===== src/rtl/asyncio_stream_mover_if.sv =====
// -----------------------------------------------------------------------------
// asyncio_stream_mover_if
// Purpose : bundles the command channel, the AXI-stream style input/output
//           lanes and the progress/status outputs of asyncio_stream_mover.
// Modports: slave  - the mover (consumes commands and input lanes, drives
//                    output lanes and status)
//           master - the command issuer / stream environment
// Signals : cmd_valid/cmd_ready/cmd_length/cmd_address/cmd_input_id/
//           cmd_output_id/abort, axi_in_valid/axi_in_data/axi_in_ready,
//           axi_out_ready/axi_out_valid/axi_out_data, address_out,
//           length_out, done, cmd_error
// -----------------------------------------------------------------------------
interface asyncio_stream_mover_if #(
   parameter int unsigned DATA_WIDTH        = 32,
   parameter int unsigned LENGTH_WIDTH      = 24,
   parameter int unsigned ADDRESS_WIDTH     = 32,
   parameter int unsigned NO_OF_AXI_INPUTS  = 1,
   parameter int unsigned NO_OF_AXI_OUTPUTS = 1
);
   localparam int unsigned INPUT_ID_WIDTH  = (NO_OF_AXI_INPUTS  > 1) ? $clog2(NO_OF_AXI_INPUTS)  : 1;
   localparam int unsigned OUTPUT_ID_WIDTH = (NO_OF_AXI_OUTPUTS > 1) ? $clog2(NO_OF_AXI_OUTPUTS) : 1;

   logic                                      cmd_valid;
   logic                                      cmd_ready;
   logic [LENGTH_WIDTH-1:0]                   cmd_length;
   logic [ADDRESS_WIDTH-1:0]                  cmd_address;
   logic [INPUT_ID_WIDTH-1:0]                 cmd_input_id;
   logic [OUTPUT_ID_WIDTH-1:0]                cmd_output_id;
   logic                                      abort;
   logic [NO_OF_AXI_INPUTS-1:0]               axi_in_valid;
   logic [NO_OF_AXI_INPUTS*DATA_WIDTH-1:0]    axi_in_data;
   logic [NO_OF_AXI_INPUTS-1:0]               axi_in_ready;
   logic [NO_OF_AXI_OUTPUTS-1:0]              axi_out_ready;
   logic [NO_OF_AXI_OUTPUTS-1:0]              axi_out_valid;
   logic [NO_OF_AXI_OUTPUTS*DATA_WIDTH-1:0]   axi_out_data;
   logic [ADDRESS_WIDTH-1:0]                  address_out;
   logic [LENGTH_WIDTH-1:0]                   length_out;
   logic                                      done;
   logic                                      cmd_error;

   modport slave (
      input  cmd_valid, cmd_length, cmd_address, cmd_input_id, cmd_output_id, abort,
      input  axi_in_valid, axi_in_data, axi_out_ready,
      output cmd_ready, axi_in_ready, axi_out_valid, axi_out_data,
      output address_out, length_out, done, cmd_error
   );

   modport master (
      output cmd_valid, cmd_length, cmd_address, cmd_input_id, cmd_output_id, abort,
      output axi_in_valid, axi_in_data, axi_out_ready,
      input  cmd_ready, axi_in_ready, axi_out_valid, axi_out_data,
      input  address_out, length_out, done, cmd_error
   );
endinterface


===== src/rtl/asyncio_stream_mover.sv =====
// -----------------------------------------------------------------------------
// asyncio_stream_mover
// Purpose : moves a commanded number of words from one selected input stream
//           to one selected output stream through a small FIFO, tracking the
//           running byte address and the number of words not yet delivered.
// Ports   : clk   - clock
//           rst_n - asynchronous active-low reset
//           bus   - asyncio_stream_mover_if.slave (command, stream lanes,
//                   address_out/length_out progress, done/cmd_error pulses)
// Config  : define ASYNCIO_ABORT_EN to let abort cancel a running command
//           (FIFO flushed, length_out/address_out hold the residue). Without
//           it the abort input is ignored.
// -----------------------------------------------------------------------------
module asyncio_stream_mover #(
   parameter int unsigned DATA_WIDTH        = 32,
   parameter int unsigned FIFO_DEPTH        = 4,
   parameter int unsigned LENGTH_WIDTH      = 24,
   parameter int unsigned ADDRESS_WIDTH     = 32,
   parameter int unsigned NO_OF_AXI_INPUTS  = 1,
   parameter int unsigned NO_OF_AXI_OUTPUTS = 1
) (
   input logic                   clk,
   input logic                   rst_n,
   asyncio_stream_mover_if.slave bus
);
   localparam int unsigned IN_IDW  = (NO_OF_AXI_INPUTS  > 1) ? $clog2(NO_OF_AXI_INPUTS)  : 1;
   localparam int unsigned OUT_IDW = (NO_OF_AXI_OUTPUTS > 1) ? $clog2(NO_OF_AXI_OUTPUTS) : 1;
   localparam int unsigned PTRW    = $clog2(FIFO_DEPTH);
   localparam int unsigned CNTW    = PTRW + 1;

   localparam logic [CNTW-1:0]          DEPTH_C = CNTW'(FIFO_DEPTH);
   localparam logic [IN_IDW:0]          IN_CNT  = (IN_IDW + 1)'(NO_OF_AXI_INPUTS);
   localparam logic [OUT_IDW:0]         OUT_CNT = (OUT_IDW + 1)'(NO_OF_AXI_OUTPUTS);
   localparam logic [ADDRESS_WIDTH-1:0] STRIDE  = ADDRESS_WIDTH'(DATA_WIDTH / 8);

   typedef enum logic [1:0] {S_IDLE, S_RUN, S_FINISH} state_t;

   state_t                    r_state;
   state_t                    w_next;
   logic [IN_IDW-1:0]         r_in_id;
   logic [OUT_IDW-1:0]        r_out_id;
   logic [ADDRESS_WIDTH-1:0]  r_address;
   logic [LENGTH_WIDTH-1:0]   r_length;
   logic [LENGTH_WIDTH-1:0]   r_read_left;
   logic                      r_cmd_error;
   logic [DATA_WIDTH-1:0]     r_mem [FIFO_DEPTH];
   logic [PTRW-1:0]           r_wr_ptr;
   logic [PTRW-1:0]           r_rd_ptr;
   logic [CNTW-1:0]           r_count;

   logic [NO_OF_AXI_INPUTS-1:0]  w_in_sel;
   logic [NO_OF_AXI_OUTPUTS-1:0] w_out_sel;
   logic [DATA_WIDTH-1:0]        w_in_data;
   logic [DATA_WIDTH-1:0]        w_head;
   logic                         w_abort;
   logic                         w_id_err;
   logic                         w_accept;
   logic                         w_in_rdy;
   logic                         w_out_vld;
   logic                         w_enq;
   logic                         w_deq;

`ifdef ASYNCIO_ABORT_EN
   assign w_abort = bus.abort && (r_state == S_RUN);
`else
   assign w_abort = bus.abort & 1'b0;
`endif

   assign w_accept = (r_state == S_IDLE) && bus.cmd_valid;
   assign w_id_err = ({1'b0, bus.cmd_input_id}  >= IN_CNT) ||
                     ({1'b0, bus.cmd_output_id} >= OUT_CNT);

   // Lane selection is done via one-hot compare so that single-lane builds
   // never index a 1-bit vector with an id.
   always_comb begin
      w_in_sel  = '0;
      w_in_data = '0;
      for (int unsigned i = 0; i < NO_OF_AXI_INPUTS; i++) begin
         w_in_sel[i] = (32'(r_in_id) == i);
         if (w_in_sel[i]) w_in_data = bus.axi_in_data[i*DATA_WIDTH +: DATA_WIDTH];
      end
   end

   always_comb begin
      w_out_sel = '0;
      for (int unsigned i = 0; i < NO_OF_AXI_OUTPUTS; i++) begin
         w_out_sel[i] = (32'(r_out_id) == i);
      end
   end

   assign w_head    = r_mem[r_rd_ptr];
   // No bypass: a word must sit in the FIFO for one cycle before it leaves.
   assign w_in_rdy  = (r_state == S_RUN) && (r_count < DEPTH_C) && (r_read_left != '0) && !w_abort;
   assign w_out_vld = (r_state == S_RUN) && (r_count != '0) && !w_abort;
   assign w_enq     = w_in_rdy  && |(bus.axi_in_valid  & w_in_sel);
   assign w_deq     = w_out_vld && |(bus.axi_out_ready & w_out_sel);

   assign bus.axi_in_ready  = w_in_sel  & {NO_OF_AXI_INPUTS{w_in_rdy}};
   assign bus.axi_out_valid = w_out_sel & {NO_OF_AXI_OUTPUTS{w_out_vld}};

   always_comb begin
      bus.axi_out_data = '0;
      for (int unsigned i = 0; i < NO_OF_AXI_OUTPUTS; i++) begin
         if (w_out_sel[i]) bus.axi_out_data[i*DATA_WIDTH +: DATA_WIDTH] = w_head;
      end
   end

   assign bus.cmd_ready   = (r_state == S_IDLE);
   assign bus.done        = (r_state == S_FINISH);
   assign bus.cmd_error   = r_cmd_error;
   assign bus.address_out = r_address;
   assign bus.length_out  = r_length;

   always_ff @(posedge clk or negedge rst_n) begin
      if (!rst_n) r_state <= S_IDLE;
      else        r_state <= w_next;
   end

   always_comb begin
      w_next = r_state;
      case (r_state)
         S_IDLE: begin
            if (w_accept && !w_id_err) w_next = (bus.cmd_length == '0) ? S_FINISH : S_RUN;
         end
         S_RUN: begin
            if (w_abort)                                          w_next = S_FINISH;
            else if (w_deq && (r_length == LENGTH_WIDTH'(1)))     w_next = S_FINISH;
         end
         S_FINISH: w_next = S_IDLE;
         default:  w_next = S_IDLE;
      endcase
   end

   // Storage has no reset; only words covered by r_count are ever observed.
   always_ff @(posedge clk) begin
      if (w_enq) r_mem[r_wr_ptr] <= w_in_data;
   end

   always_ff @(posedge clk or negedge rst_n) begin
      if (!rst_n) begin
         r_in_id     <= '0;
         r_out_id    <= '0;
         r_address   <= '0;
         r_length    <= '0;
         r_read_left <= '0;
         r_cmd_error <= 1'b0;
         r_wr_ptr    <= '0;
         r_rd_ptr    <= '0;
         r_count     <= '0;
      end else begin
         r_cmd_error <= 1'b0;
         if (w_accept) begin
            r_in_id     <= bus.cmd_input_id;
            r_out_id    <= bus.cmd_output_id;
            r_address   <= bus.cmd_address;
            r_length    <= bus.cmd_length;
            r_read_left <= bus.cmd_length;
            r_cmd_error <= w_id_err;
         end
         if (w_abort) begin
            r_count  <= '0;
            r_wr_ptr <= '0;
            r_rd_ptr <= '0;
         end else begin
            if (w_enq) begin
               r_wr_ptr    <= r_wr_ptr + PTRW'(1);
               r_read_left <= r_read_left - LENGTH_WIDTH'(1);
            end
            if (w_deq) begin
               r_rd_ptr  <= r_rd_ptr + PTRW'(1);
               r_length  <= r_length - LENGTH_WIDTH'(1);
               r_address <= r_address + STRIDE;
            end
            case ({w_enq, w_deq})
               2'b10:   r_count <= r_count + CNTW'(1);
               2'b01:   r_count <= r_count - CNTW'(1);
               default: r_count <= r_count;
            endcase
         end
      end
   end
endmodule


===== src/flat_wrapper.sv =====
// flat-port wrapper written by rule: the top's interface ports become plain ports
module asyncio_stream_mover_flat 
#(
   parameter int unsigned DATA_WIDTH        = 32,
   parameter int unsigned FIFO_DEPTH        = 4,
   parameter int unsigned LENGTH_WIDTH      = 24,
   parameter int unsigned ADDRESS_WIDTH     = 32,
   parameter int unsigned NO_OF_AXI_INPUTS  = 1,
   parameter int unsigned NO_OF_AXI_OUTPUTS = 1
)
  (clk, rst_n, bus_cmd_valid, bus_cmd_length, bus_cmd_address, bus_cmd_input_id, bus_cmd_output_id, bus_abort, bus_axi_in_valid, bus_axi_in_data, bus_axi_out_ready, bus_cmd_ready, bus_axi_in_ready, bus_axi_out_valid, bus_axi_out_data, bus_address_out, bus_length_out, bus_done, bus_cmd_error);
  asyncio_stream_mover_if #(.DATA_WIDTH(DATA_WIDTH), .LENGTH_WIDTH(LENGTH_WIDTH), .ADDRESS_WIDTH(ADDRESS_WIDTH), .NO_OF_AXI_INPUTS(NO_OF_AXI_INPUTS), .NO_OF_AXI_OUTPUTS(NO_OF_AXI_OUTPUTS)) bus_i ();
  input logic clk;
  input logic rst_n;
  input wire logic [$bits(bus_i.cmd_valid)-1:0] bus_cmd_valid;
  input wire logic [$bits(bus_i.cmd_length)-1:0] bus_cmd_length;
  input wire logic [$bits(bus_i.cmd_address)-1:0] bus_cmd_address;
  input wire logic [$bits(bus_i.cmd_input_id)-1:0] bus_cmd_input_id;
  input wire logic [$bits(bus_i.cmd_output_id)-1:0] bus_cmd_output_id;
  input wire logic [$bits(bus_i.abort)-1:0] bus_abort;
  input wire logic [$bits(bus_i.axi_in_valid)-1:0] bus_axi_in_valid;
  input wire logic [$bits(bus_i.axi_in_data)-1:0] bus_axi_in_data;
  input wire logic [$bits(bus_i.axi_out_ready)-1:0] bus_axi_out_ready;
  output wire logic [$bits(bus_i.cmd_ready)-1:0] bus_cmd_ready;
  output wire logic [$bits(bus_i.axi_in_ready)-1:0] bus_axi_in_ready;
  output wire logic [$bits(bus_i.axi_out_valid)-1:0] bus_axi_out_valid;
  output wire logic [$bits(bus_i.axi_out_data)-1:0] bus_axi_out_data;
  output wire logic [$bits(bus_i.address_out)-1:0] bus_address_out;
  output wire logic [$bits(bus_i.length_out)-1:0] bus_length_out;
  output wire logic [$bits(bus_i.done)-1:0] bus_done;
  output wire logic [$bits(bus_i.cmd_error)-1:0] bus_cmd_error;
  assign bus_i.cmd_valid = bus_cmd_valid;
  assign bus_i.cmd_length = bus_cmd_length;
  assign bus_i.cmd_address = bus_cmd_address;
  assign bus_i.cmd_input_id = bus_cmd_input_id;
  assign bus_i.cmd_output_id = bus_cmd_output_id;
  assign bus_i.abort = bus_abort;
  assign bus_i.axi_in_valid = bus_axi_in_valid;
  assign bus_i.axi_in_data = bus_axi_in_data;
  assign bus_i.axi_out_ready = bus_axi_out_ready;
  assign bus_cmd_ready = bus_i.cmd_ready;
  assign bus_axi_in_ready = bus_i.axi_in_ready;
  assign bus_axi_out_valid = bus_i.axi_out_valid;
  assign bus_axi_out_data = bus_i.axi_out_data;
  assign bus_address_out = bus_i.address_out;
  assign bus_length_out = bus_i.length_out;
  assign bus_done = bus_i.done;
  assign bus_cmd_error = bus_i.cmd_error;
  asyncio_stream_mover #(.DATA_WIDTH(DATA_WIDTH), .FIFO_DEPTH(FIFO_DEPTH), .LENGTH_WIDTH(LENGTH_WIDTH), .ADDRESS_WIDTH(ADDRESS_WIDTH), .NO_OF_AXI_INPUTS(NO_OF_AXI_INPUTS), .NO_OF_AXI_OUTPUTS(NO_OF_AXI_OUTPUTS)) u_core (.clk(clk), .rst_n(rst_n), .bus(bus_i));
endmodule

===== config.mk =====
export PLATFORM = sky130hd
export DESIGN_NAME = asyncio_stream_mover_flat
export DESIGN_NICKNAME = d
export VERILOG_FILES = /design/src/rtl/asyncio_stream_mover_if.sv /design/src/rtl/asyncio_stream_mover.sv /design/src/flat_wrapper.sv
export SDC_FILE = /design/constraint.sdc
export NUM_CORES = 1
export LEC_CHECK = 0
export CAP_MARGIN = 30
export CORE_UTILIZATION = 50
export CTS_CLUSTER_DIAMETER = 100
export DETAILED_ROUTE_END_ITERATION = 8
export GPL_TIMING_DRIVEN = 1
export PLACE_DENSITY_LB_ADDON = 0.12
export SKIP_LAST_GASP = 1
export SLEW_MARGIN = 20
export SYNTH_ARGS = -nofsm -noshare
export SYNTH_HDL_FRONTEND = slang
export SYNTH_SLANG_ARGS = --single-unit

===== constraint.sdc =====
create_clock -name clk -period 5.03 [get_ports clk]
set_input_delay 0.7545 -clock clk [delete_from_list [all_inputs] [get_ports clk]]
set_output_delay 0.7545 -clock clk [all_outputs]
set_load 0.02 [all_outputs]

==> results.json, run 1 <==
{
  "avgSynthCellArea_um2": 12.3,
  "max_freq_ghz": 0.255,
  "synth-compound-area-share": 0.108,
  "cp-start-kind": "flop",
  "final_cell_mix": "clkdlybuf4s50_1, edfxtp_1, nand2_1",
  "htreeDepth": 1,
  "final_antenna_net_count": 0,
  "rows": 51,
  "rsz0062_at_grt": "false",
  "io_buffers": 187,
  "yosysSeqAreaShare": 0.602,
  "grt_max_degree": 59,
  "nFillCells": 1510,
  "synth_area_leaders": "edfxtp_1, dfrtp_1, mux4_2",
  "cts_sinks": 220,
  "path_cells": "nor4b_1 > nand2_1 > a31oi_2 > clkinv_1 > ha_1 > inv_1 > fa_1 > xor2_1 > nor2_1 > xor2_1",
  "ctsHoldBuffers": 0,
  "clkTransAtPathRegs_ns": 0.06,
  "routed_wl_um": 24900,
  "synth_top_family_by_area": "simple AND/OR/NAND/NOR gates",
  "cp_common_cell": "xor2_1",
  "crit_path_top_delay_cell": "clkinv_1",
  "path_class": "flop to flop",
  "ys_ff_latch": 220,
  "netlist_area_um2": 10200,
  "track_usage": 0.241,
  "drt_iter0_markers": 481,
  "fin_tns_setup_ns": 0,
  "period_share": 0.781,
  "fin_skew_ns": 0.0155,
  "via_count": 7559,
  "post_cts_buffers": 0,
  "cp_max_fo": 19,
  "final_area_um2": 13200,
  "final_util": 0.667,
  "cts_tree": "done",
  "finalHoldViolCount": 0,
  "setup_viol": 0,
  "globalRouteMet2Util": 0.409,
  "synth_adder_area_share": 0.0130,
  "drv_slew": 0,
  "ys.flop_type": "edfxtp_1",
  "hpwl_um": 16800,
  "syn_inst": 829,
  "final.min_clock_period_ns": 3.93,
  "ys_warn_count": 0,
  "critPathRequiredTime_ns": 5.41,
  "synthXorXnorAreaFrac": 0.00686,
  "mostFrequentLayoutCell": "clkdlybuf4s50_1",
  "synthDistinctLibCells": 60,
  "async_reset_ff_frac": 0.418,
  "grt_overflow": 0,
  "synth_edf_count": 128,
  "slowest_delay_ns": 0.72,
  "placed_cell_area_um2": 12400,
  "synthSimpleGateAreaFrac": 0.174,
  "antenna_found_initial": 1,
  "drive_gt1_frac": 0.0941,
  "die_w_um": 145,
  "power_uw": 7740,
  "synth_top_area_frac": 0.377,
  "nNetsFinal": 1121,
  "cts_resized": 0,
  "io_pins": 189,
  "vias_per_cell": 5.83,
  "worst_slew_margin_rel": 0.415,
  "die_area_um2": 21000,
  "endpoint_kind": "flop",
  "ir_drop_uv": 346,
  "use_met1": 0.327,
  "grt_pass1_vias": 7280,
  "maxCapViolCount": 0,
  "outcome": "complete, no violations",
  "leakage_uw": 0.00470,
  "routedWlPerCell_um": 19.2,
  "cts_root_buf": "clkbuf_16",
  "muxShareOfSynthArea": 0.0726,
  "busiest_layer": "met2",
  "first_pass_iters": 5,
  "cts_buffer_depth": 3,
  "synth_largest_area_cell": "edfxtp_1",
  "met3_usage": 0.0306,
  "tightestPinTransition_ns": 0.871,
  "cts_buffers": 23,
  "p_per_area_nw_per_um2": 588,
  "start_util": 0.518,
  "core_um2": 19700,
  "arrival_ns": 4.30,
  "gp_congestion": 0.850,
  "route.detailed.drc": 0,
  "die_h_um": 145,
  "clkLatencyLatePin_ns": 0.50,
  "syn_nets": 935,
  "hold_class": "input pin to asynchronous set/reset pin",
  "grt_pass1_wl_um": 38700,
  "synthToLayoutAreaGrowth_pct": 28.8
}
## registers in the layout (all words and copies together) (netlist names)
signal,cells
u_core.r_mem,128
u_core.bus.address_out,32
u_core.bus.length_out,24
u_core.r_read_left,24
u_core.r_count,3
u_core.r_rd_ptr,2
u_core.r_state,2
u_core.r_wr_ptr,2
u_core.bus.cmd_error,1
u_core.r_in_id,1
u_core.r_out_id,1
## worst max-delay path, delay by kind of cell (launching register included)
family / cells / cell delay [ns]
fa+ha+maj: 2 / 0.63
compound gates: 1 / 0.62
simple gates: 3 / 1.07
xor+xnor: 2 / 0.28
buf+inv: 2 / 0.80
flops: 1 / 0.40
## layout make-up
class	instances	area (um^2)	area share
flip-flops and latches	220	6150	0.467
multi-input cells	546	3830	0.291
repair buffers	202	1980	0.150
clock buffers	27	591	0.0449
well taps	265	332	0.0252
clock inverters	14	195	0.0148
inverters	22	82.6	0.00628
diodes	1	2.50	0.000190
## cells in the mapped netlist (9+ instances only)
cell type and n:
a211oi_1 9, a21oi_1 13, a311oi_1 15, a31oi_1 10, and2_1 9, clkbuf_1 31, dfrtp_1 92, edfxtp_1 128
ha_1 9, inv_1 20, mux4_2 32, nand2_1 99, nand3_1 30, nor2_1 46, nor2b_1 68, nor3_1 30
nor4_1 15, o211ai_1 35, o21ai_0 13, o311ai_0 13
## power breakdown
group	switching (uW)	total, uW	internal, uW
Sequential	493	2890	2390
Combinational	1620	3080	1460
Clock	674	1770	1090
Total	2790	7740	4950
## cell families after synthesis
family,after synthesis
DFF,220
muxes,34
buffers and inverters,63
and+or+nand+nor,346
xor gates and xnor gates,8
adders and majority gates,10
AOI/OAI and AO/OA,148
## routing by layer
metal	vias to the layer above	share of wire
li1	3544	-
met1	3731	0.43
met2	240	0.49
met3	44	0.052
met4	0	0.024
met5	-	0
## path summary, 6_finish.rpt
path	start	endpoint	slack [ns]	depth (start not counted)
hold reg to reg	u_core.bus.address_out[0]	u_core.bus.address_out[0]	0.49	2
setup reg to reg	u_core.r_count[2]	u_core.r_count[2]	1.10	10
setup / recovery	u_core.r_count[2]	u_core.r_count[2]	1.10	10
hold / removal	rst_n	u_core.bus.address_out[24]	0.33	1
min in group clk	u_core.bus.address_out[0]	u_core.bus.address_out[0]	0.49	2
max in group asynchronous	rst_n	u_core.bus.length_out[12]	3.73	2
## through the flow
stage | setup WS, ns | instances | hold slack (ns)
CTS | 1.12 | 1295 | 0.359
floorplan | 2.03 | 829 | 0.459
global route | 0.838 | 1297 | 0.383
global placement | 1.10 | 1253 | 0.464
finish | 1.10 | 1297 | 0.325
detailed placement | 1.09 | 1254 | 0.477
Power figures use the tool's default switching activity.
==> run 2, diff against run 1 <==
- clock period: 5.03 -> 3.9 ns (I/O delays scaled with it)
==> run 2 against run 1 <==
Compared with the run above: clock-buffer cell count is 2 higher; power increased by 26%; die area unchanged; via count increased by 0.73%; setup slack got worse by 0.71 ns.
==> results.json, run 2 (synthesized netlist as in run 1, its figures left out) <==
{
  "routed_wl_um": 24800,
  "clkTransAtPathRegs_ns": 0.06,
  "ctsHoldBuffers": 0,
  "final_antenna_net_count": 0,
  "finalHoldViolCount": 0,
  "max_freq_ghz": 0.285,
  "fin_cells": 1304,
  "hold_class": "input pin to asynchronous set/reset pin",
  "final_util": 0.667,
  "regMostFlops": "u_core.r_mem",
  "cts_buffers": 23,
  "p_per_area_nw_per_um2": 744,
  "drt_iter0_markers": 490,
  "outcome": "complete, no violations",
  "final_cell_mix": "clkdlybuf4s50_1, edfxtp_1, nand2_1",
  "maxCapViolCount": 0,
  "clkLatencyLatePin_ns": 0.50,
  "path_class": "flop to output port",
  "grt_overflow": 0,
  "core_um2": 19700,
  "via_count": 7614,
  "endpoint_kind": "output port",
  "place_inst": 1262,
  "drive_gt1_frac": 0.0992,
  "setup_viol": 0,
  "synthToLayoutAreaGrowth_pct": 28.9,
  "cp-start-kind": "flop",
  "rsz0062_at_grt": "false",
  "tightestPinTransition_ns": 0.898,
  "start_util": 0.518,
  "mostFrequentLayoutCell": "clkdlybuf4s50_1",
  "die_w_um": 145,
  "vias_per_cell": 5.84,
  "die_h_um": 145,
  "drv_slew": 0,
  "grt_max_degree": 53,
  "placed_cell_area_um2": 12400,
  "grt_pass1_vias": 7352,
  "grt_pass1_wl_um": 38500,
  "cp_max_fo": 6,
  "ir_drop_uv": 401,
  "io_buffers": 187,
  "final_area_um2": 13200,
  "fin_skew_ns": 0.0126,
  "post_cts_buffers": 0,
  "final.min_clock_period_ns": 3.51,
  "arrival_ns": 2.93,
  "rows": 51,
  "cts_buffer_depth": 3,
  "largest_reg_flops": 128,
  "hpwl_um": 16800,
  "htreeDepth": 1,
  "cts_tree": "done",
  "power_uw": 9780,
  "period_share": 0.900,
  "critPathRequiredTime_ns": 3.31,
  "cts_sinks": 220,
  "routedWlPerCell_um": 19.0,
  "cts_resized": 0,
  "gp_congestion": 0.839,
  "antenna_found_initial": 1,
  "first_pass_iters": 5,
  "io_pins": 189,
  "r2r_cells": 6,
  "cts_root_buf": "clkbuf_16",
  "track_usage": 0.240,
  "fin_tns_setup_ns": 0,
  "route.detailed.drc": 0,
  "nNetsFinal": 1128,
  "leakage_uw": 0.00470,
  "die_area_um2": 21000,
  "worst_slew_margin_rel": 0.399
}
run 2: metrics by stage:
stage               worst slack [ns]  hold slack, ns
CTS                            0.400           0.145
global placement               0.775           0.460
global route                   0.305           0.190
finish                         0.389           0.124
floorplan                      0.899           0.289
detailed placement             0.725           0.472
run 2: layout make-up:
class | count | area [um^2]
antenna | 1 | 2.50
clock buffer | 29 | 618
clock inverter | 12 | 90.1
fill | 1475 | 6560
inverter | 22 | 82.6
multi-input combinational | 546 | 3830
sequential | 220 | 6150
tap | 265 | 332
timing repair buffer | 209 | 2060
run 2: per-layer routing:
layer,vias up,track usage,wire length [um]
li1,3557,-,-
met5,-,0,0
met1,3743,0.329,10600
met3,42,0.0280,1400
met4,0,0.0875,667
met2,272,0.397,12100
run 2: worst paths after layout:
check	slack (ns)	endpoint	startpoint
max	0.39	bus_axi_in_ready	u_core.r_read_left[10]
min	0.12	u_core.bus.address_out[21]	rst_n
max reg2reg	0.89	u_core.r_mem[3][20]	u_core.r_count[2]
min reg2reg	0.48	u_core.r_rd_ptr[1]	u_core.r_rd_ptr[1]
max in group asynchronous	2.99	u_core.bus.length_out[22]	rst_n
min in group clk	0.48	u_core.r_rd_ptr[1]	u_core.r_rd_ptr[1]
run 2: report_power, final:
part | switching, uW | total (uW) | leakage [uW] | internal [uW]
combinational | 2130 | 4030 | 0.00209 | 1910
clock | 858 | 2050 | 0.000342 | 1190
sequential | 615 | 3700 | 0.00226 | 3090
run 2: critical path, cell delays in order (launching register included):
cell	delay, ns
dfrtp_1	0.41
or4_1	0.64
nor4_2	0.44
nand2_1	0.18
o21a_1	0.23
clkdlybuf4s50_1	0.54
